**src/rtl/spike_encoder.sv**
```systemverilog
// Rate-coded spike encoder: turns a vector of pixel intensities into per-channel spike trains.
// Build option SPIKE_ENCODER_DET_EN swaps the per-channel LFSRs for deterministic phase accumulators.
module spike_encoder #(
    parameter int unsigned NUM_CHANNELS  = 4,
    parameter int unsigned PIXEL_WIDTH   = 8,
    parameter int unsigned NUM_TIMESTEPS = 16,
    parameter logic [15:0] LFSR_SEED     = 16'hACE1
) (
    input  logic                                  clk,
    input  logic                                  rst,
    input  logic                                  load_valid,
    output logic                                  load_ready,
    input  logic [NUM_CHANNELS*PIXEL_WIDTH-1:0]   load_data,
    input  logic                                  start,
    input  logic                                  clear,
    output logic                                  busy,
    output logic                                  done,
    output logic                                  step_valid,
    output logic [$clog2(NUM_TIMESTEPS)-1:0]      timestep,
    output logic [NUM_CHANNELS-1:0]               spike_out
);

    localparam int unsigned TS_W = $clog2(NUM_TIMESTEPS);
    localparam int unsigned DW   = NUM_CHANNELS * PIXEL_WIDTH;
    localparam logic [TS_W-1:0] LAST_TS = TS_W'(NUM_TIMESTEPS - 1);

    typedef enum logic [1:0] {
        S_IDLE = 2'd0,
        S_RUN  = 2'd1,
        S_DONE = 2'd2
    } state_t;

    state_t                  state, state_nxt;
    logic [DW-1:0]           intensity, intensity_eff;
    logic [TS_W-1:0]         ts_nxt;
    logic [NUM_CHANNELS-1:0] spike_nxt, spike_raw;
    logic                    step_valid_nxt, busy_nxt, done_nxt, load_ready_nxt;
    logic                    load_fire, start_fire, step_fire;

    // A load coinciding with start is forwarded so the run sees the new intensities.
    assign load_fire     = load_valid && load_ready;
    assign intensity_eff = load_fire ? load_data : intensity;
    assign start_fire    = (state == S_IDLE) && start && !clear;
    assign step_fire     = (state == S_RUN) && !clear && (timestep != LAST_TS);

    // Per-channel random/phase source and spike decision for the step being issued.
    for (genvar c = 0; c < NUM_CHANNELS; c++) begin : g_ch
        logic [PIXEL_WIDTH-1:0] inten;
        assign inten = intensity_eff[c*PIXEL_WIDTH +: PIXEL_WIDTH];
`ifdef SPIKE_ENCODER_DET_EN
        logic [PIXEL_WIDTH-1:0] acc, acc_base;
        logic [PIXEL_WIDTH:0]   sum;
        assign acc_base     = start_fire ? '0 : acc;
        assign sum          = {1'b0, acc_base} + {1'b0, inten};
        assign spike_raw[c] = sum[PIXEL_WIDTH];

        always_ff @(posedge clk or posedge rst) begin
            if (rst) begin
                acc <= '0;
            end else if (start_fire || step_fire) begin
                acc <= sum[PIXEL_WIDTH-1:0];
            end
        end
`else
        localparam logic [15:0] LFSR_MASK = 16'hB400;
        localparam logic [15:0] SEED_RAW  = LFSR_SEED ^ 16'(c * 16'h1111);
        localparam logic [15:0] SEED      = (SEED_RAW == 16'h0000) ? 16'h0001 : SEED_RAW;
        logic [15:0] lfsr, cur;
        // Reseed on start so identical data always yields an identical train.
        assign cur          = start_fire ? SEED : lfsr;
        assign spike_raw[c] = cur[PIXEL_WIDTH-1:0] < inten;

        always_ff @(posedge clk or posedge rst) begin
            if (rst) begin
                lfsr <= SEED;
            end else if (start_fire || step_fire) begin
                lfsr <= {1'b0, cur[15:1]} ^ (cur[0] ? LFSR_MASK : 16'h0000);
            end
        end
`endif
    end

    // Next-state and registered-output values.
    always_comb begin
        state_nxt      = state;
        ts_nxt         = '0;
        spike_nxt      = '0;
        step_valid_nxt = 1'b0;
        done_nxt       = 1'b0;
        if (clear) begin
            state_nxt = S_IDLE;
        end else begin
            case (state)
                S_IDLE: begin
                    if (start) begin
                        state_nxt      = S_RUN;
                        spike_nxt      = spike_raw;
                        step_valid_nxt = 1'b1;
                    end
                end
                S_RUN: begin
                    if (timestep == LAST_TS) begin
                        state_nxt = S_DONE;
                        done_nxt  = 1'b1;
                    end else begin
                        ts_nxt         = timestep + TS_W'(1);
                        spike_nxt      = spike_raw;
                        step_valid_nxt = 1'b1;
                    end
                end
                S_DONE: begin
                    state_nxt = S_IDLE;
                end
                default: begin
                    state_nxt = S_IDLE;
                end
            endcase
        end
        load_ready_nxt = (state_nxt == S_IDLE);
        busy_nxt       = (state_nxt == S_RUN);
    end

    always_ff @(posedge clk or posedge rst) begin
        if (rst) begin
            state      <= S_IDLE;
            intensity  <= '0;
            timestep   <= '0;
            spike_out  <= '0;
            step_valid <= 1'b0;
            busy       <= 1'b0;
            done       <= 1'b0;
            load_ready <= 1'b1;
        end else begin
            state      <= state_nxt;
            intensity  <= intensity_eff;
            timestep   <= ts_nxt;
            spike_out  <= spike_nxt;
            step_valid <= step_valid_nxt;
            busy       <= busy_nxt;
            done       <= done_nxt;
            load_ready <= load_ready_nxt;
        end
    end

endmodule

```
**config.mk**
```make
export PLATFORM = sky130hd
export DESIGN_NAME = spike_encoder
export DESIGN_NICKNAME = d
export VERILOG_FILES = /design/src/rtl/spike_encoder.sv
export SDC_FILE = /design/constraint.sdc
export NUM_CORES = 1
export LEC_CHECK = 0
export ABC_AREA = 1
export ABC_CLOCK_PERIOD_IN_PS = 3800
export CORE_MARGIN = 2
export CORE_UTILIZATION = 45
export CTS_CLUSTER_SIZE = 10
export DETAILED_ROUTE_END_ITERATION = 8
export PLACE_DENSITY = 0.71
export REMOVE_ABC_BUFFERS = 1
export SKIP_LAST_GASP = 1
export SLEW_MARGIN = 40
export SYNTH_ARGS = -nofsm -noshare
export SYNTH_HDL_FRONTEND = slang
export SYNTH_SLANG_ARGS = --single-unit
```
**constraint.sdc**
```tcl
create_clock -name clk -period 3.8 [get_ports clk]
set_input_delay 0.95 -clock clk [delete_from_list [all_inputs] [get_ports clk]]
set_output_delay 0.95 -clock clk [all_outputs]
set_load 0.02 [all_outputs]
```
======== After elaboration in Yosys (flattened, before gate mapping) ========
Cells that the tools add are included.
storage, ports and cells
  output and inout bits ................... 12
  memories kept ........................... 0
  ROM bits ................................ 0
  bits in latches ......................... 0
  register bits after elaboration ......... 110
  RAM bits ................................ 0
operators by class
  $mul .................................... 0
  $add $sub $neg .......................... 1
  reduce and logical (&&, ||, !) cells .... 9
  shift-type cells ........................ 0
  muxes and demuxes ....................... 27
  bitwise gates (word level) .............. 4
  $lt $le $gt $ge ......................... 4
  equal/unequal tests ..................... 4
  div/mod/pow operators ................... 0
operator list
  operator                                       count
  2-to-1 mux 16 bit                              8
  bitwise XOR 15 x 16 -> 16 bit                  4
  less-than comparator 8 bit                     4
  2-to-1 mux 32 bit                              1
  2-to-1 mux 4 bit                               6
  case mux 4 bit (2 select lines)                1
  2-to-1 mux 1 bit                               6
  2-to-1 mux 2 bit                               3
  logical AND 1 bit                              5
  adder 4 x 1 -> 4 bit, second input constant    1
  == test 2 x 1 -> 1 bit, second input constant  2
  == test 4 bit, second input constant           1
  logical NOT 2 bit                              2
  inequality test 4 bit, second input constant   1
  case mux 2 bit (2 select lines)                1
  case mux 1 bit (2 select lines)                1
  logical NOT 1 bit                              1
  logical OR 1 bit                               1

======== Longest topological paths before layout ========
  word-level depth ........................ 8
  depth in mapped cells ................... 13

======== Worst setup path before layout ========
OpenSTA, ideal clock, no wires.
  kind .................................... input -> register
  start point ............................. input load_valid
  end point ............................... register spike_out[3]
  data arrival time ....................... 2.280 ns
  path slack .............................. 1.443 ns
  data required time ...................... 3.723 ns
  cell stages on the path ................. 10
  path through ............................ nand2_2 buf_2 buf_2 nand2_1 o21ai_0 inv_1 ha_1 a211oi_1 o211ai_1 a21oi_1
between the ends
  cells in the longest elaborated chain, start to end .. 6
  elaborated cells between the ends (all ways) .. 7
ends and longest elaborated chain
  what                                        line     RTL
  start, declared                             11       input logic load_valid,
  logical AND 1 bit (*)                       41       assign load_fire = load_valid && load_ready;
  2-to-1 mux 32 bit (*)                       42       assign intensity_eff = load_fire ? load_data : intensity;
  via intensity_eff[31]                       34       logic [DW-1:0] intensity, intensity_eff;
  less-than comparator 8 bit (*)              71       assign spike_raw[c] = cur[PIXEL_WIDTH-1:0] < inten;
  2-to-1 mux 4 bit, on equally long branches  102, 95
  case mux 4 bit (2 select lines) (*)         93       case (state)
  2-to-1 mux 4 bit (*)                        90       if (clear) begin
  via spike_nxt[3]                            36       logic [NUM_CHANNELS-1:0] spike_nxt, spike_raw;
  end signal, assigned                        137      spike_out <= spike_nxt;
  end, declared                               20       output logic [NUM_CHANNELS-1:0] spike_out
Mark *: on every way through the listed nets, which the timed path passes. The rest lies on a longest branch.
A chain may end at the register's enable or synchronous reset.

======== Worst setup path after layout ========
  start point ............................. input load_valid
  end point ............................... register spike_out[1]
between the ends
  cells in the longest elaborated chain, start to end .. 6
  elaborated cells between the ends (all ways) .. 7
ends and longest elaborated chain
  what                                        line
  logical AND 1 bit (*)                       41
  2-to-1 mux 32 bit (*)                       42
  less-than comparator 8 bit (*)              71
  2-to-1 mux 4 bit, on equally long branches  102, 95
  case mux 4 bit (2 select lines) (*)         93
  2-to-1 mux 4 bit (*)                        90
  via spike_nxt[1]                            36
Marks and branches as above.

==> flow_summary.ini <==
[worst_setup_path]
crit_type = in2reg
reg2reg_to = spike_out[1]
r2r-start = load_ready
cp-end-kind = register
cp-start-kind = input pin
worst-r2r-cell-count = 9
arrival_ns = 3.05
required_ns = 4.07
ff2ff_setup_slack_ns = 1.56
worstPathMaxFanout = 47

[run]
drv_cap = 0

[timing]
finClkSkew_ns = 0.006625
whs_ns = 0.4811
fin_setup_tns_ns = 0
worst_pin_slew_ns = 0.6550
setup_violations = 0
slew_viol_final = 0
min_period_ns = 2.780
rsz0062_at_grt = false
max_slew_margin_pct = 56.27
period_share_pct = 73.16
finalHoldViolations = 0
max_freq_mhz = 359.7

[yosys]
synth-compound-area-share_pct = 13.67
synthArstFlopShare_pct = 100.0
ys_dominant_reg_cell = dfrtp_1
ys_seq_area_share_pct = 52.73
synth_edf_count = 0
synthAdderAreaFrac_pct = 6.836
synthSimpleGateAreaFrac_pct = 14.36
synth-seq-cells = 110
synth_xor_xnor_area_share_pct = 0.6601
synthMuxAreaShare_pct = 0
syn_inst = 592
synth_top_family_by_area = simple AND/OR/NAND/NOR gates
syn_area_per_cell_um2 = 8.966
ys_types = 35
synth_warnings = 0
synth.cell_area_um2 = 5308

[power_and_ir_drop]
p_per_area_nw_per_um2 = 535.1
p_leak_uw = 0.003032
ir_worst_vdd_uv = 240.2
power_uw = 3280

[layout]
num_antenna_cells = 0
multi_input_area_um2 = 1886
final_cell_mix = 128 x nand2_1, 112 x inv_1, 73 x dfrtp_1, 55 x o21ai_0, 48 x clkdlybuf4s50_1
final_common_cell = nand2_1
ff_latch_area_um2 = 2799
nFillCells = 1018
final_cell_count_no_fill = 779
syn_to_final_growth_pct = 15.49
drive_above_1_share_pct = 13.68
final_nets = 697

[cts]
cts_tree = done
htree_levels = 3
cts-root-buf = clkbuf_16
clockBufferDepth = 2
insertion_delay_ns = 0.34
hold_buffers = 0
cts_setup_buffers = 0
clkSinkCount = 110
clk_pin_slew_ns = 0.07
cts_buffers = 9
cts_resized = 0

[grt]
grt_first_pass_wirelength_um = 17410
first_global_vias = 3956
grt_overflow = 0
grt_start_max_net_pins = 65
antenna_found_initial = 0
grt_util_all_layers_pct = 16.63

[route]
routedWlPerCell_um = 12.84
drc = 0
route.antenna.remaining_nets = 0
drt_iter0_markers = 214
viasPerCell = 4.899
wirelength_um = 10000
dr_total_vias = 3816
first_pass_iters = 4

[floorplanning]
coreArea_um2 = 11470
initial_core_util_pct = 46.28
die_x_um = 112.6
die_h_um = 112.6
placementRows = 39
die_area_um2 = 12680
io_pins = 49

[placement]
hpwl_um = 6598
place.gp.congestion = 0.8019
io_buffers = 48
dp_cells = 763

[worst_hold_path]
whs_endpoint = intensity[24]
worstHoldStart = intensity[24]
hp-class = reg2reg
min_path_cells = 2

[run_status]
status = finished clean
==> cell usage after synthesis, types with 2 or more instances <==
library cell	n	area, um^2
nand3_1	9	45.04
o22ai_2	3	37.54
or2_1	2	12.51
nand2_4	2	22.52
a22oi_1	5	37.54
a21oi_1	18	90.09
o21ai_2	10	87.58
a32o_1	3	30.03
o22ai_1	2	12.51
o21ai_1	11	55.05
ha_1	29	362.9
or2_2	3	18.77
a31oi_1	5	31.28
buf_2	13	65.06
dfstp_2	37	972.2
a32oi_1	3	26.28
inv_1	113	424.2
o211ai_1	3	22.52
o21ai_0	55	275.3
inv_2	3	11.26
nand2_2	5	31.28
buf_6	9	101.4
dfrtp_1	73	1827
nand2_1	128	480.5
xnor2_1	3	26.28
nor2_1	36	135.1
==> through the flow <==
step / cell area, um^2 / utilization [%] / setup slack [ns]
2_1_floorplan: 5125 / - / 0.008930
3_3_place_gp: 5849 / 51.01 / 0.7171
3_5_place_dp: 5849 / 51.01 / 0.6409
4_1_cts: 6127 / 53.43 / 0.9834
5_1_grt: 6130 / 53.45 / 0.7697
6_report: 6130 / 53.45 / 1.020
==> layout make-up <==
class                           instances  area share (%)
Sequential cell                       110           45.66
Multi-Input combinational cell        340           30.76
Timing Repair Buffer                   53           8.859
Inverter                              117           7.267
Clock buffer                           12           4.021
Tap cell                              143           2.919
Clock inverter                          4          0.5103
==> sequential cells by signal, summed over array words and instances, names as in the netlist <==
name / flops
load_ready: 1
busy: 1
done: 1
state: 2
timestep: 4
intensity: 32
spike_out: 4
g_ch.lfsr: 64
step_valid: 1
==> where the power goes <==
part           leakage [uW]  internal, uW  switching [uW]  total (uW)
Clock              0.000125           466             423         889
Sequential          0.00127          1480            93.5        1570
Combinational       0.00164           331             489         820
Total               0.00303          2270            1010        3280
==> worst max path at each step <==
| stage | start | endpoint | slack (ns) | cells after the start |
|---|---|---|---|---|
| 6_report | load_valid | spike_out[1] | 1.02 | 10 |
| 5_1_grt | load_valid | spike_out[1] | 0.77 | 10 |
| 4_1_cts | load_valid | spike_out[1] | 0.98 | 10 |
| 3_5_place_dp | load_valid | spike_out[1] | 0.64 | 10 |
| 3_3_place_gp | start | spike_out[3] | 0.72 | 10 |
| 2_1_floorplan | rst | busy | 0.009 | 1 |
==> critical path, cell delays in order <==
cell,delay [ns]
clkdlybuf4s50_1,0.55
nand2_2,0.23
buf_12,0.26
o21ai_0,0.23
ha_1,0.28
a21oi_1,0.17
nor2_1,0.06
a21oi_1,0.11
nand2_1,0.06
a21oi_1,0.12
==> per-layer routing <==
metal	wire, um	up-vias	part of all wire (%)	GRT usage, %
met2	4815	45	48	28.26
met4	225	0	2.3	6.179
met1	4648	1837	46	21.04
li1	-	1919	-	-
met3	311	15	3.1	3.402
met5	0	-	0	0
==> cells by family (layout without fill, tap and decap cells) <==
kind of cell    count (synthesis)  after routing
simple gates                  187            187
buf+inv                       142            186
compound gates                120            120
flops                         110            110
fa+ha+maj                      29             29
xor+xnor                        4              4
Power figures use the tool's default switching activity.
